### src/rtl/prio_enc_pkg.sv
// Shared types and helpers for the sequential priority encoder.
package prio_enc_pkg;

  typedef enum logic {
    IDLE = 1'b0,
    SCAN = 1'b1
  } state_t;

  // Output code width for an N-bit request vector.
  function automatic int unsigned calcW(input int unsigned n);
    return (n < 2) ? 1 : $clog2(n);
  endfunction

endpackage

### src/rtl/prio_enc_comb.sv
// Combinational MSB-first priority encoder; idx is 0 when no bit is set.
module prio_enc_comb
  import prio_enc_pkg::*;
#(
  parameter  int unsigned N = 8,
  localparam int unsigned W = calcW(N)
) (
  input  logic [N-1:0] vec,
  output logic [W-1:0] idx,
  output logic         any
);

  // Ascending scan so the highest set bit is the last to write idx.
  always_comb begin
    idx = '0;
    for (int unsigned i = 0; i < N; i++) begin
      if (vec[i]) idx = W'(i);
    end
  end

  assign any = |vec;

endmodule

### src/rtl/prio_encoder_seq.sv
// Registered priority encoder: loads a request vector and hands out set-bit
// indices highest first, one per valid/ready transfer.
// Optional: define PRIO_ENC_POPCNT_EN to add the oCount pending-bit counter.
module prio_encoder_seq
  import prio_enc_pkg::*;
#(
  parameter  int unsigned N = 8,
  localparam int unsigned W = calcW(N)
) (
  input  logic         iClk,
  input  logic         iRst,
  input  logic         iLoad,
  input  logic [N-1:0] iData,
  input  logic         iReady,
  output logic [W-1:0] oData,
  output logic         oValid,
  output logic         oBusy,
  output logic         oDone,
  output logic         oNone
`ifdef PRIO_ENC_POPCNT_EN
  ,
  output logic [W:0]   oCount
`endif
);

  state_t       state, stateNext;
  logic [N-1:0] pend, pendNext;
  logic         doneNext, noneNext;
  logic [W-1:0] idx;
  logic         any;
  logic         xfer;

  prio_enc_comb #(.N(N)) uEnc (
    .vec (pend),
    .idx (idx),
    .any (any)
  );

  assign xfer = (state == SCAN) && iReady;

  always_comb begin
    stateNext = state;
    pendNext  = pend;
    doneNext  = 1'b0;
    noneNext  = 1'b0;
    unique case (state)
      IDLE: begin
        if (iLoad) begin
          if (|iData) begin
            pendNext  = iData;
            stateNext = SCAN;
          end else begin
            noneNext = 1'b1;
          end
        end
      end
      SCAN: begin
        if (iReady) begin
          pendNext[idx] = 1'b0;
          if (pendNext == '0) begin
            stateNext = IDLE;
            doneNext  = 1'b1;
          end
        end
      end
      default: stateNext = IDLE;
    endcase
  end

  always_ff @(posedge iClk) begin
    if (iRst) begin
      state <= IDLE;
      pend  <= '0;
      oDone <= 1'b0;
      oNone <= 1'b0;
    end else begin
      state <= stateNext;
      pend  <= pendNext;
      oDone <= doneNext;
      oNone <= noneNext;
    end
  end

  assign oValid = (state == SCAN) && any;
  assign oBusy  = (state == SCAN);
  assign oData  = oValid ? idx : '0;

`ifdef PRIO_ENC_POPCNT_EN
  logic [W:0] loadCount;

  always_comb begin
    loadCount = '0;
    for (int unsigned i = 0; i < N; i++) begin
      loadCount = loadCount + {{W{1'b0}}, iData[i]};
    end
  end

  always_ff @(posedge iClk) begin
    if (iRst) begin
      oCount <= '0;
    end else if (state == IDLE) begin
      if (iLoad) oCount <= loadCount;
    end else if (xfer) begin
      oCount <= oCount - 1'b1;
    end
  end
`endif

endmodule

### config.mk
export PLATFORM = sky130hd
export DESIGN_NAME = prio_encoder_seq
export DESIGN_NICKNAME = d
export VERILOG_FILES = /design/src/rtl/prio_enc_pkg.sv /design/src/rtl/prio_enc_comb.sv /design/src/rtl/prio_encoder_seq.sv
export SDC_FILE = /design/constraint.sdc
export NUM_CORES = 1
export LEC_CHECK = 0
export CAP_MARGIN = 10
export CORE_UTILIZATION = 25
export CTS_BUF_LIST = sky130_fd_sc_hd__clkbuf_4
export DETAILED_ROUTE_END_ITERATION = 16
export MAX_ROUTING_LAYER = met4
export PLACE_DENSITY = 0.52
export SLEW_MARGIN = 20
export SYNTH_ARGS = -nofsm -noshare
export SYNTH_HDL_FRONTEND = slang
export SYNTH_HIERARCHICAL = 1
export SYNTH_SLANG_ARGS = --single-unit
### constraint.sdc
create_clock -name iClk -period 2.62 [get_ports iClk]
set_input_delay 0.262 -clock iClk [delete_from_list [all_inputs] [get_ports iClk]]
set_output_delay 0.262 -clock iClk [all_outputs]
set_load 0.05 [all_outputs]
==> run metrics <==
vias in the first global route=741; gpl congestion=roughly 0.84; fin nets=~130; area leader, netlist=dfxtp_1; xor and xnor area share after synthesis=0%; crit path launch=pend[6]; status=complete, no violations; Residual DRC=0; nature of the critical path startpoint=register; syn avg cell area=7.72 µm²; critical path data arrival time=between 2000 and 2500 ps; Slew HR=65.6%; hold wc startpoint=pend[0]; reg-to-reg startpoint=pend[6]; Final setup viols=0; warnings from Yosys=6; static leakage=approximately 0.33 nW; Worst-path clk slew=about 70 ps; total grt overflow=0; CTS max path bufs=2; Die W=about 56 µm; area of placed instances=approximately 950 µm²; num ports=19; gr usage total=about 14%; critical path class=register to output pin; Final Hold Fails=0; reg2reg end=oBusy; post-synthesis cell area=718 µm²; cells on worst reg2reg path=7; TritonRoute pass-1 iters=4; sequential cell area fraction in the yosys report=roughly 30%; Core ar.=about 0.0027 mm²; clock net sink count=11; share of synthesized registers carrying an async set or reset=0%; initial antenna violation count=0; worst hold path type=register to register; Reg2Reg Setup Slack=560 ps; WP data required=2360 ps; syn_nets=roughly 110; Critical Path Sink Type=output pin; VDD IR max=between 0.2 and 0.3 mV; largest family of logic cells by synthesized area=simple AND/OR/NAND/NOR gates; worst hold slack=between 500 and 600 ps; post-synthesis compound-gate area fraction=26.5%; Post-synth EDFFs=0; Synth top area share=a little under a third; Row Count=19; CTS tree=built; Final Critical Period=around 2400 ps; post-route ant nets=0; MaxCap Viol Count=0; Root Buffer=clkbuf_4; Synth Area in Simple Gates=between 30% and 40%; period utilisation layout=90.6%; post-CTS sizing=0; area grow syn2layout=36.8%; die area=about 0.0031 mm²; vias=779; Cell Pwr Density=between 500 and 600 mW/mm²; diode count=0; adder-cell share of the synthesized area=0%; fmax=approximately 420 MHz; WL final=between 1.5 and 2 mm; Synth Register Bits=11; Setup Fix Bufs, Post-CTS=0; RSZ-0062 raised after global routing=false; pin count of the biggest net entering global routing=13; mux cell area share after synthesis=0%; layout cell share with drive strength beyond 1=between 10% and 20%; Synth Instances=93; Placement Setup Slack=between 500 and 600 ps; Via density=between 5 and 6; clk_lat worst skew=roughly 280 ps; post-DR wirelength/cell=13.1 µm; cts bufs inserted=3; most frequent cells in the layout=16 x nand3_1, 16 x clkdlybuf4s50_1, 11 x dfxtp_1; first-pass GRT wire length=~3.4 mm; PnR worst setup slack=roughly 250 ps; initial drt markers=19; CP Capture Point=oData[2]; largest cells by area after synthesis=dfxtp_1 31%, nand3_1 11%, a21oi_1 6.3%, a32oi_1 4.9%, nor2_1 4.2%; Slew Limit Fails=0; Initial Util=between 20% and 30%; port bufs=18; Fin Setup TNS=0 ps; dpl hpwl=between 1 and 1.5 mm; Synth Flop Type=dfxtp_1; Max FO, Critical Path=11; Netlist cell types=32; post-route cell area=approximately 980 µm²; number of H-tree levels=1; hold bufs inserted after CTS=0; clk_skew=1.95 ps; DIE HEIGHT=55.6 µm; slew at the pin with the worst max-slew slack=approximately 500 ps
synthesized netlist by cell type, drive strengths merged (3+ instances only):
master and instances:
and3 3, nor4 3, dfxtp 11, inv 4, a31oi 4, nand3 16, nor2 8, clkbuf 5
nand2 3, a21oi 10, a32oi 4
worst min-delay path by stage:
stage	end	slack, ps	depth (start not counted)
final	pend[0]	520	2
after CTS	pend[0]	530	2
after global routing	pend[0]	590	2
after detailed placement	pend[0]	520	2
after floorplan	oNone	420	2
after global placement	pend[0]	520	2
metal layers:
layer	part of all wire, %	vias up	global-route usage, %
met5	0	-	-
met4	2.3	0	7.50
met2	43	26	21.3
li1	-	402	-
met3	6.2	5	2.79
met1	48	346	18.9
critical path: stages (launching register included):
cell             delay (ps)
dfxtp_1                 450
nor2_1                  130
nand2_1                 250
and3_1                  210
clkdlybuf4s50_1         790
state kept, by name, indices dropped and copies added, names as in the netlist:
| register | count |
|---|---|
| oNone | 1 |
| oDone | 1 |
| pend | 8 |
| oBusy | 1 |
cell families after synthesis:
logic type             Yosys count
flip-flops                      11
AND/OR/NAND/NOR                 46
buffers and inverters           10
AO/OA/AOI/OAI                   26
layout make-up:
cell class / count / area, µm²
flip-flops and latches: 11 / 220
clock buffers: 4 / 30.0
well taps: 31 / 38.8
inverters: 4 / 15.0
multi-input cells: 72 / 453
repair buffers: 23 / 225
fillers: 282 / 1750
report_power, final:
| group | switching [mW] | total [mW] | internal (mW) |
|---|---|---|---|
| Combinational | 0.128 | 0.222 | 0.0940 |
| Sequential | 0.0177 | 0.197 | 0.179 |
| Clock | 0.0608 | 0.130 | 0.0695 |
| Total | 0.207 | 0.549 | 0.343 |
metrics by stage:
step           power (mW)  utilization, %  std cells
2_1_floorplan       0.348               -         93
3_3_place_gp        0.422            34.8        141
3_5_place_dp        0.422            34.8        141
4_1_cts             0.553            35.9        145
5_1_grt             0.589            35.9        145
6_report            0.549            35.9        145
No activity file was read; power rests on OpenSTA's default activity.
